### src/rtl/pc_trace_pkg.sv
// Shared types for the PC trace monitor: run-control states and halt causes.
// Pure type/constant package, no logic, no latency.
// No backpressure involved; consumers import with pc_trace_pkg::*.
package pc_trace_pkg;

  localparam int HALT_CAUSE_W = 2;

  typedef enum logic [1:0] {
    IDLE   = 2'd0,
    RUN    = 2'd1,
    HALTED = 2'd2
  } state_t;

  // Encoding is visible on the halt_cause output, so values are fixed.
  typedef enum logic [HALT_CAUSE_W-1:0] {
    NONE  = 2'd0,
    LIMIT = 2'd1,
    BREAK = 2'd2,
    SPIN  = 2'd3
  } halt_cause_t;

endpackage

### src/rtl/pc_trace_monitor_if.sv
// Bundle between the trace monitor and its host: clear, run/sample inputs, read port, status.
// Wires only, no latency of its own.
// No backpressure; the read port is request/response with a fixed one-edge turnaround.
// Ports (slave = monitor side):
//   in : clear, enable, pc_q, pc_d, instruction, reg_write_en, bp_enable, bp_addr, rd_req, rd_idx
//   out: rd_valid, rd_err, rd_pc, rd_instr, rd_rwe, cycle_count, trace_count, running, halt, halt_cause
interface pc_trace_monitor_if #(
  parameter int XLEN  = 32,
  parameter int DEPTH = 16,
  parameter int CNT_W = 32
);
  import pc_trace_pkg::*;

  logic                      clear;
  logic                      enable;
  logic [XLEN-1:0]           pc_q;
  logic [XLEN-1:0]           pc_d;
  logic [XLEN-1:0]           instruction;
  logic                      reg_write_en;
  logic                      bp_enable;
  logic [XLEN-1:0]           bp_addr;
  logic                      rd_req;
  logic [$clog2(DEPTH)-1:0]  rd_idx;

  logic                      rd_valid;
  logic                      rd_err;
  logic [XLEN-1:0]           rd_pc;
  logic [XLEN-1:0]           rd_instr;
  logic                      rd_rwe;
  logic [CNT_W-1:0]          cycle_count;
  logic [$clog2(DEPTH):0]    trace_count;
  logic                      running;
  logic                      halt;
  logic [HALT_CAUSE_W-1:0]   halt_cause;

  modport master (
    output clear, enable, pc_q, pc_d, instruction, reg_write_en,
           bp_enable, bp_addr, rd_req, rd_idx,
    input  rd_valid, rd_err, rd_pc, rd_instr, rd_rwe,
           cycle_count, trace_count, running, halt, halt_cause
  );

  modport slave (
    input  clear, enable, pc_q, pc_d, instruction, reg_write_en,
           bp_enable, bp_addr, rd_req, rd_idx,
    output rd_valid, rd_err, rd_pc, rd_instr, rd_rwe,
           cycle_count, trace_count, running, halt, halt_cause
  );

endinterface

### src/rtl/pc_trace_monitor_trace_ram.sv
// Trace storage: DEPTH x WIDTH, one synchronous write port, one registered read port.
// Read data appears after the edge that samples rdEn; a same-edge write is not visible (read-before-write).
// No backpressure. Ports: clock, reset_n, wrEn/wrAddr/wrData, rdEn/rdZero/rdAddr, rdData.
module trace_ram #(
  parameter int DEPTH = 16,
  parameter int WIDTH = 65
) (
  input  logic                      clock,
  input  logic                      reset_n,
  input  logic                      wrEn,
  input  logic [$clog2(DEPTH)-1:0]  wrAddr,
  input  logic [WIDTH-1:0]          wrData,
  input  logic                      rdEn,
  input  logic                      rdZero,
  input  logic [$clog2(DEPTH)-1:0]  rdAddr,
  output logic [WIDTH-1:0]          rdData
);

  logic [WIDTH-1:0] mem [DEPTH];

  // Storage has no reset; contents are meaningless until written.
  always_ff @(posedge clock) begin
    if (wrEn) mem[wrAddr] <= wrData;
  end

  // rdZero lets the owner load zeros (out-of-range read or clear) through the same register.
  always_ff @(posedge clock or negedge reset_n) begin
    if (!reset_n)  rdData <= '0;
    else if (rdEn) rdData <= rdZero ? '0 : mem[rdAddr];
  end

endmodule

### src/rtl/pc_trace_monitor.sv
// Run-control and PC trace monitor beside the datapath: captures {pc, instr, rwe} each running cycle,
// halts on breakpoint > self-loop > cycle limit; every output is registered, read data one edge after rd_req.
// No backpressure: capture follows enable, reads are always accepted. Ports: clock, reset_n, bus (slave).
module pc_trace_monitor
  import pc_trace_pkg::*;
#(
  parameter int XLEN        = 32,
  parameter int DEPTH       = 16,
  parameter int CNT_W       = 32,
  parameter int CYCLE_LIMIT = 20
) (
  input  logic                clock,
  input  logic                reset_n,
  pc_trace_monitor_if.slave   bus
);

  localparam int               AW      = $clog2(DEPTH);
  localparam logic [CNT_W-1:0] LIMIT_V = CNT_W'(CYCLE_LIMIT);
  localparam logic [AW:0]      DEPTH_V = (AW+1)'(DEPTH);

  typedef struct packed {
    logic [XLEN-1:0] pc;
    logic [XLEN-1:0] instr;
    logic            rwe;
  } trace_entry_t;

  state_t        state, stateNext;
  halt_cause_t   cause, causeNext;
  logic          runQ, haltQ;
  logic [AW-1:0] wrPtr;
  logic [AW:0]   traceCnt;
  logic [CNT_W-1:0] cycleCnt, cycleInc;
  logic          capture, brkHit, spinHit, limHit;
  logic          rdValidQ, rdErrQ, rdInRange;
  logic [AW-1:0] rdBase, rdPhys;
  trace_entry_t  wrEntry, rdEntry;

  assign cycleInc = cycleCnt + CNT_W'(1);
  assign brkHit   = bus.bp_enable && (bus.pc_q == bus.bp_addr);
  assign spinHit  = (bus.pc_d == bus.pc_q);
  // Compared against the count this capture will produce, so the halt lands on the limit-th capture.
  assign limHit   = (CYCLE_LIMIT != 0) && (cycleInc == LIMIT_V);

  always_comb begin
    stateNext = state;
    causeNext = cause;
    capture   = 1'b0;
    if (bus.clear) begin
      stateNext = IDLE;
      causeNext = NONE;
    end else begin
      case (state)
        IDLE: if (bus.enable) stateNext = RUN;
        RUN: if (bus.enable) begin
          capture = 1'b1;
          if (brkHit) begin
            stateNext = HALTED;
            causeNext = BREAK;
          end else if (spinHit) begin
            stateNext = HALTED;
            causeNext = SPIN;
          end else if (limHit) begin
            stateNext = HALTED;
            causeNext = LIMIT;
          end
        end
        HALTED: stateNext = HALTED;
        default: stateNext = IDLE;
      endcase
    end
  end

  // running/halt are decoded from the next state so they are true flops, aligned with state.
  always_ff @(posedge clock or negedge reset_n) begin
    if (!reset_n) begin
      state <= IDLE;
      cause <= NONE;
      runQ  <= 1'b0;
      haltQ <= 1'b0;
    end else begin
      state <= stateNext;
      cause <= causeNext;
      runQ  <= (stateNext == RUN);
      haltQ <= (stateNext == HALTED);
    end
  end

  always_ff @(posedge clock or negedge reset_n) begin
    if (!reset_n) begin
      wrPtr    <= '0;
      traceCnt <= '0;
      cycleCnt <= '0;
    end else if (bus.clear) begin
      wrPtr    <= '0;
      traceCnt <= '0;
      cycleCnt <= '0;
    end else if (capture) begin
      wrPtr <= wrPtr + AW'(1);   // DEPTH is a power of two, so this wraps naturally
      if (traceCnt != DEPTH_V) traceCnt <= traceCnt + (AW+1)'(1);
      if (cycleCnt != '1)      cycleCnt <= cycleInc;
    end
  end

  // Logical index 0 is the oldest entry: slot 0 until the buffer wraps, then the next write slot.
  assign rdInRange = ({1'b0, bus.rd_idx} < traceCnt);
  assign rdBase    = (traceCnt == DEPTH_V) ? wrPtr : '0;
  assign rdPhys    = rdBase + bus.rd_idx;

  always_ff @(posedge clock or negedge reset_n) begin
    if (!reset_n) begin
      rdValidQ <= 1'b0;
      rdErrQ   <= 1'b0;
    end else if (bus.clear) begin
      rdValidQ <= 1'b0;
      rdErrQ   <= 1'b0;
    end else begin
      rdValidQ <= bus.rd_req &&  rdInRange;
      rdErrQ   <= bus.rd_req && !rdInRange;
    end
  end

  assign wrEntry = '{pc: bus.pc_q, instr: bus.instruction, rwe: bus.reg_write_en};

  // Read data register is only loaded on a request (or clear), so it holds otherwise.
  trace_ram #(
    .DEPTH (DEPTH),
    .WIDTH ($bits(trace_entry_t))
  ) u_ram (
    .clock   (clock),
    .reset_n (reset_n),
    .wrEn    (capture),
    .wrAddr  (wrPtr),
    .wrData  (wrEntry),
    .rdEn    (bus.rd_req || bus.clear),
    .rdZero  (bus.clear || !rdInRange),
    .rdAddr  (rdPhys),
    .rdData  (rdEntry)
  );

  assign bus.rd_valid    = rdValidQ;
  assign bus.rd_err      = rdErrQ;
  assign bus.rd_pc       = rdEntry.pc;
  assign bus.rd_instr    = rdEntry.instr;
  assign bus.rd_rwe      = rdEntry.rwe;
  assign bus.cycle_count = cycleCnt;
  assign bus.trace_count = traceCnt;
  assign bus.running     = runQ;
  assign bus.halt        = haltQ;
  assign bus.halt_cause  = cause;

endmodule

### src/flat_wrapper.sv
// flat-port wrapper written by rule: the top's interface ports become plain ports
module pc_trace_monitor_flat import pc_trace_pkg::*;
#(
  parameter int XLEN        = 32,
  parameter int DEPTH       = 16,
  parameter int CNT_W       = 32,
  parameter int CYCLE_LIMIT = 20
)
  (clock, reset_n, bus_clear, bus_enable, bus_pc_q, bus_pc_d, bus_instruction, bus_reg_write_en, bus_bp_enable, bus_bp_addr, bus_rd_req, bus_rd_idx, bus_rd_valid, bus_rd_err, bus_rd_pc, bus_rd_instr, bus_rd_rwe, bus_cycle_count, bus_trace_count, bus_running, bus_halt, bus_halt_cause);
  pc_trace_monitor_if #(.XLEN(XLEN), .DEPTH(DEPTH), .CNT_W(CNT_W)) bus_i ();
  input  logic clock;
  input  logic reset_n;
  input wire logic [$bits(bus_i.clear)-1:0] bus_clear;
  input wire logic [$bits(bus_i.enable)-1:0] bus_enable;
  input wire logic [$bits(bus_i.pc_q)-1:0] bus_pc_q;
  input wire logic [$bits(bus_i.pc_d)-1:0] bus_pc_d;
  input wire logic [$bits(bus_i.instruction)-1:0] bus_instruction;
  input wire logic [$bits(bus_i.reg_write_en)-1:0] bus_reg_write_en;
  input wire logic [$bits(bus_i.bp_enable)-1:0] bus_bp_enable;
  input wire logic [$bits(bus_i.bp_addr)-1:0] bus_bp_addr;
  input wire logic [$bits(bus_i.rd_req)-1:0] bus_rd_req;
  input wire logic [$bits(bus_i.rd_idx)-1:0] bus_rd_idx;
  output wire logic [$bits(bus_i.rd_valid)-1:0] bus_rd_valid;
  output wire logic [$bits(bus_i.rd_err)-1:0] bus_rd_err;
  output wire logic [$bits(bus_i.rd_pc)-1:0] bus_rd_pc;
  output wire logic [$bits(bus_i.rd_instr)-1:0] bus_rd_instr;
  output wire logic [$bits(bus_i.rd_rwe)-1:0] bus_rd_rwe;
  output wire logic [$bits(bus_i.cycle_count)-1:0] bus_cycle_count;
  output wire logic [$bits(bus_i.trace_count)-1:0] bus_trace_count;
  output wire logic [$bits(bus_i.running)-1:0] bus_running;
  output wire logic [$bits(bus_i.halt)-1:0] bus_halt;
  output wire logic [$bits(bus_i.halt_cause)-1:0] bus_halt_cause;
  assign bus_i.clear = bus_clear;
  assign bus_i.enable = bus_enable;
  assign bus_i.pc_q = bus_pc_q;
  assign bus_i.pc_d = bus_pc_d;
  assign bus_i.instruction = bus_instruction;
  assign bus_i.reg_write_en = bus_reg_write_en;
  assign bus_i.bp_enable = bus_bp_enable;
  assign bus_i.bp_addr = bus_bp_addr;
  assign bus_i.rd_req = bus_rd_req;
  assign bus_i.rd_idx = bus_rd_idx;
  assign bus_rd_valid = bus_i.rd_valid;
  assign bus_rd_err = bus_i.rd_err;
  assign bus_rd_pc = bus_i.rd_pc;
  assign bus_rd_instr = bus_i.rd_instr;
  assign bus_rd_rwe = bus_i.rd_rwe;
  assign bus_cycle_count = bus_i.cycle_count;
  assign bus_trace_count = bus_i.trace_count;
  assign bus_running = bus_i.running;
  assign bus_halt = bus_i.halt;
  assign bus_halt_cause = bus_i.halt_cause;
  pc_trace_monitor #(.XLEN(XLEN), .DEPTH(DEPTH), .CNT_W(CNT_W), .CYCLE_LIMIT(CYCLE_LIMIT)) u_core (.clock(clock), .reset_n(reset_n), .bus(bus_i));
endmodule
### config.mk
export PLATFORM = sky130hd
export DESIGN_NAME = pc_trace_monitor_flat
export DESIGN_NICKNAME = d
export VERILOG_FILES = /design/src/rtl/pc_trace_pkg.sv /design/src/rtl/pc_trace_monitor_if.sv /design/src/rtl/pc_trace_monitor_trace_ram.sv /design/src/rtl/pc_trace_monitor.sv /design/src/flat_wrapper.sv
export SDC_FILE = /design/constraint.sdc
export NUM_CORES = 1
export LEC_CHECK = 0
export CAP_MARGIN = 40
export CORE_ASPECT_RATIO = 1.1
export CORE_MARGIN = 1
export CORE_UTILIZATION = 40
export CTS_BUF_LIST = sky130_fd_sc_hd__clkbuf_4
export CTS_CLUSTER_SIZE = 24
export DETAILED_ROUTE_END_ITERATION = 16
export GPL_TIMING_DRIVEN = 0
export PLACE_DENSITY = 0.62
export SYNTH_ARGS = -nofsm -noshare
export SYNTH_HDL_FRONTEND = slang
export SYNTH_SLANG_ARGS = --single-unit
### constraint.sdc
create_clock -name clock -period 8.3 [get_ports clock]
set_input_delay 1.66 -clock clock [delete_from_list [all_inputs] [get_ports clock]]
set_output_delay 1.66 -clock clock [all_outputs]
set_load 0.01 [all_outputs]
==> impl_metrics.py <==
metrics = {
    "sta": {
        "fin_crit_sh_pct": 65.85,
        "fin_worst_skew_ns": 0.1168,
        "finalWorstSetupSlack_ns": 2.834,
        "worst_slew_pin_slew_ns": 0.9931,
        "max_slew_margin_pct": 33.65,
        "fmax_ghz": 0.1830,
        "finalCriticalPeriod_ns": 5.466,
        "setup_viol": 0,
        "finalMaxSlewViolations": 0,
        "hold_viol": 0,
        "rsz0062_at_grt": "false",
    },
    "floorplan": {
        "die_w_um": 324.5,
        "start_util_pct": 40.49,
        "io_pins": 247,
        "die_height_um": 356.7,
        "dieArea_um2": 115700,
        "rows": 129,
        "coreArea_um2": 113000,
    },
    "setup_path": {
        "cp_top_family": "buffers and inverters",
        "r2r_setup_slack_ns": 2.83,
        "crit_chain": "inv_1 -> ha_1 -> nand2_1 -> nor3_1 -> and2_1 -> ha_1 -> inv_1 -> fa_1 -> clkbuf_1 -> clkbuf_1 -> buf_6 -> buf_1 -> mux4_2 -> nand2_1 -> nand3_1 -> a32o_1",
        "required_ns": 9.23,
        "crit_slowest_cell": "buf_1",
        "cp.buffers_inverters": 6,
        "worstSetupEndpointType": "register",
        "crit_type": "register to register",
        "arrival_ns": 6.40,
        "max_stage_delay_ns": 0.69,
        "cp_max_fo": 10,
        "cp-start-kind": "register",
    },
    "finish": {
        "layout_commonest_cell": "edfxtp_1",
        "fillers": 9582,
        "fin_cells": 4789,
        "multi_input_area_um2": 11100,
        "fin_nets": 3218,
        "fin_area_um2": 55060,
        "drive_above_1_share_pct": 25.77,
        "syn_to_final_growth_pct": 20.35,
        "final_cell_mix": "1040 x edfxtp_1, 451 x clkbuf_4, 294 x nand2_1",
        "utilization_pct": 48.73,
        "seq_area_um2": 34080,
    },
    "place": {
        "post-place-cells": 4259,
        "portBuffers": 246,
        "gp_congestion": 0.9066,
        "post-place-ws_ns": 2.216,
        "place_area_um2": 51220,
        "hpwl_mm": 78.16,
    },
    "clock_network": {
        "post_cts_buffers": 0,
        "postCtsHoldBufs": 0,
        "clock_sinks": 1154,
        "cts.repair.resized": 0,
        "cts_tree": "built",
        "htree_levels": 5,
        "clk_pin_slew_ns": 0.06,
        "numCtsBuffers": 308,
        "clockBufferDepth": 4,
        "clk_latency_ns": 1.16,
        "clock-root-buffer": "clkbuf_4",
    },
    "drt": {
        "ant_nets": 0,
        "drc": 0,
        "vias_per_cell": 5.412,
        "wirelength_mm": 119.7,
        "dr_total_vias": 25920,
        "routedWlPerCell_um": 24.99,
        "first_pass_iters": 5,
        "dr.first_iter.drc_count": 2335,
    },
    "power_and_ir_drop": {
        "finalPower_uw": 11910,
        "power_density_nw_per_um2": 216.4,
        "ir_drop_mv": 0.1027,
        "p_leak_uw": 0.01832,
    },
    "synth": {
        "syn_area_um2": 45750,
        "synth_edf_count": 1040,
        "synthAdderAreaFrac_pct": 0.3993,
        "yosysSeqAreaShare_pct": 74.50,
        "synth-simple-area-share_pct": 6.640,
        "muxShareOfSynthArea_pct": 12.82,
        "async_flop_share_pct": 9.879,
        "ys.warnings.count": 0,
        "synth_cell_types": 59,
        "synth_compound_area_share_pct": 2.204,
        "synth_xor_area_share_pct": 2.087,
        "avgSynthCellArea_um2": 18.79,
        "synth_nets": 2588,
        "synth_top_family_by_area": "multiplexers",
        "synthCells": 2435,
        "synth_seq_cells": 1154,
        "ys.flop_type": "edfxtp_1",
    },
    "global_route": {
        "grt_max_degree": 70,
        "use_met2_pct": 36.21,
        "grt_busiest_layer": "met2",
        "grt_pass1_wl_mm": 176.4,
        "grtUsageMet3_pct": 4.209,
        "first_global_vias": 27690,
        "antenna_found_initial": 8,
        "overflow": 0,
        "grt_use_total_pct": 20.80,
        "grt_use_met1_pct": 25.70,
    },
    "run": {
        "cap_viol_max_count": 0,
    },
    "status": {
        "status": "finished clean",
    },
    "min_path": {
        "hp-class": "register to register",
    },
}
## kinds of logic after synthesis
| kind of cell | Yosys count |
|---|---|
| adder cells (fa/ha/maj) | 14 |
| AND/OR/NAND/NOR | 620 |
| multiplexers | 261 |
| buffers and inverters | 161 |
| flip-flops | 1154 |
| XOR/XNOR | 109 |
| AO/OA/AOI/OAI | 116 |
## cell type report
type	count	share of cell area [%]
Antenna cell	4	0.01818
Buffer	144	1.009
Sequential cell	1154	61.90
Tap cell	1506	3.422
Timing Repair Buffer	320	6.460
Multi-Input combinational cell	1120	20.17
Clock buffer	451	6.149
Inverter	17	0.1159
Clock inverter	73	0.7590
## through the flow
step	hold WS, ns	setup TNS, ns
finish	0.4946	0
global placement	0.4777	-783.21
CTS	0.4615	0
floorplan	0.5324	0
detailed placement	0.4838	0
global route	0.5125	0
## metal layers
metal | vias to the layer above | routed length (um)
met1 | 13410 | 46990
li1 | 11220 | -
met4 | 4 | 2976
met3 | 211 | 8123
met5 | - | 17
met2 | 1069 | 61580
## Yosys cell counts, drive strengths merged, types with 2 or more instances
master	number	share of area, %
nand3	81	0.91
ha	13	0.36
o21ai	11	0.12
dfrtp	114	6.2
o311ai	2	0.038
edfxtp	1040	68
nand4	38	0.55
a211oi	4	0.066
nor4b	2	0.038
nor3	25	0.28
inv	17	0.14
mux4	260	13
o22ai	2	0.027
and2	17	0.23
and4	3	0.057
xor2	20	0.38
a32o	65	1.4
a21oi	11	0.12
nand4b	2	0.038
and3	6	0.082
nor4	14	0.22
nor2	54	0.44
o211ai	3	0.060
xnor2	89	1.7
buf	49	0.43
o31ai	3	0.049
nor2b	2	0.027
nand3b	66	1.1
or4	6	0.11
nand2	294	2.4
nand2b	2	0.027
a21o	3	0.049
or3	4	0.055
a31oi	3	0.041
clkbuf	95	0.79
## sequential cells by signal, summed over array words and instances, names as in the netlist, 2 cells and up
| name | count |
|---|---|
| u_core.state | 2 |
| u_core.bus.trace_count | 5 |
| u_core.u_ram.mem | 1040 |
| u_core.u_ram.rdData | 65 |
| u_core.wrPtr | 4 |
| u_core.bus.cycle_count | 32 |
| u_core.bus.halt_cause | 2 |
## report_power, final
| part | internal [uW] | switching, uW | leakage (uW) | total (uW) |
|---|---|---|---|---|
| Clock | 2630 | 2230 | 0.00229 | 4860 |
| Sequential | 6360 | 17.8 | 0.0109 | 6380 |
| Combinational | 290 | 384 | 0.00510 | 674 |
| Total | 9280 | 2630 | 0.0183 | 11900 |
## path summary, 6_finish.rpt
| check | startpoint | end | cells after the start |
|---|---|---|---|
| hold reg to reg | u_core.u_ram.rdData[1] | u_core.u_ram.rdData[1] | 1 |
| max in group asynchronous | reset_n | u_core.u_ram.rdData[58] | 2 |
| hold / removal | u_core.u_ram.rdData[1] | u_core.u_ram.rdData[1] | 1 |
| setup / recovery | u_core.bus.trace_count[0] | u_core.u_ram.rdData[30] | 16 |
| setup reg to reg | u_core.bus.trace_count[0] | u_core.u_ram.rdData[30] | 16 |
| min in group asynchronous | reset_n | u_core.bus.cycle_count[11] | 1 |
No activity file was read; power rests on OpenSTA's default activity.
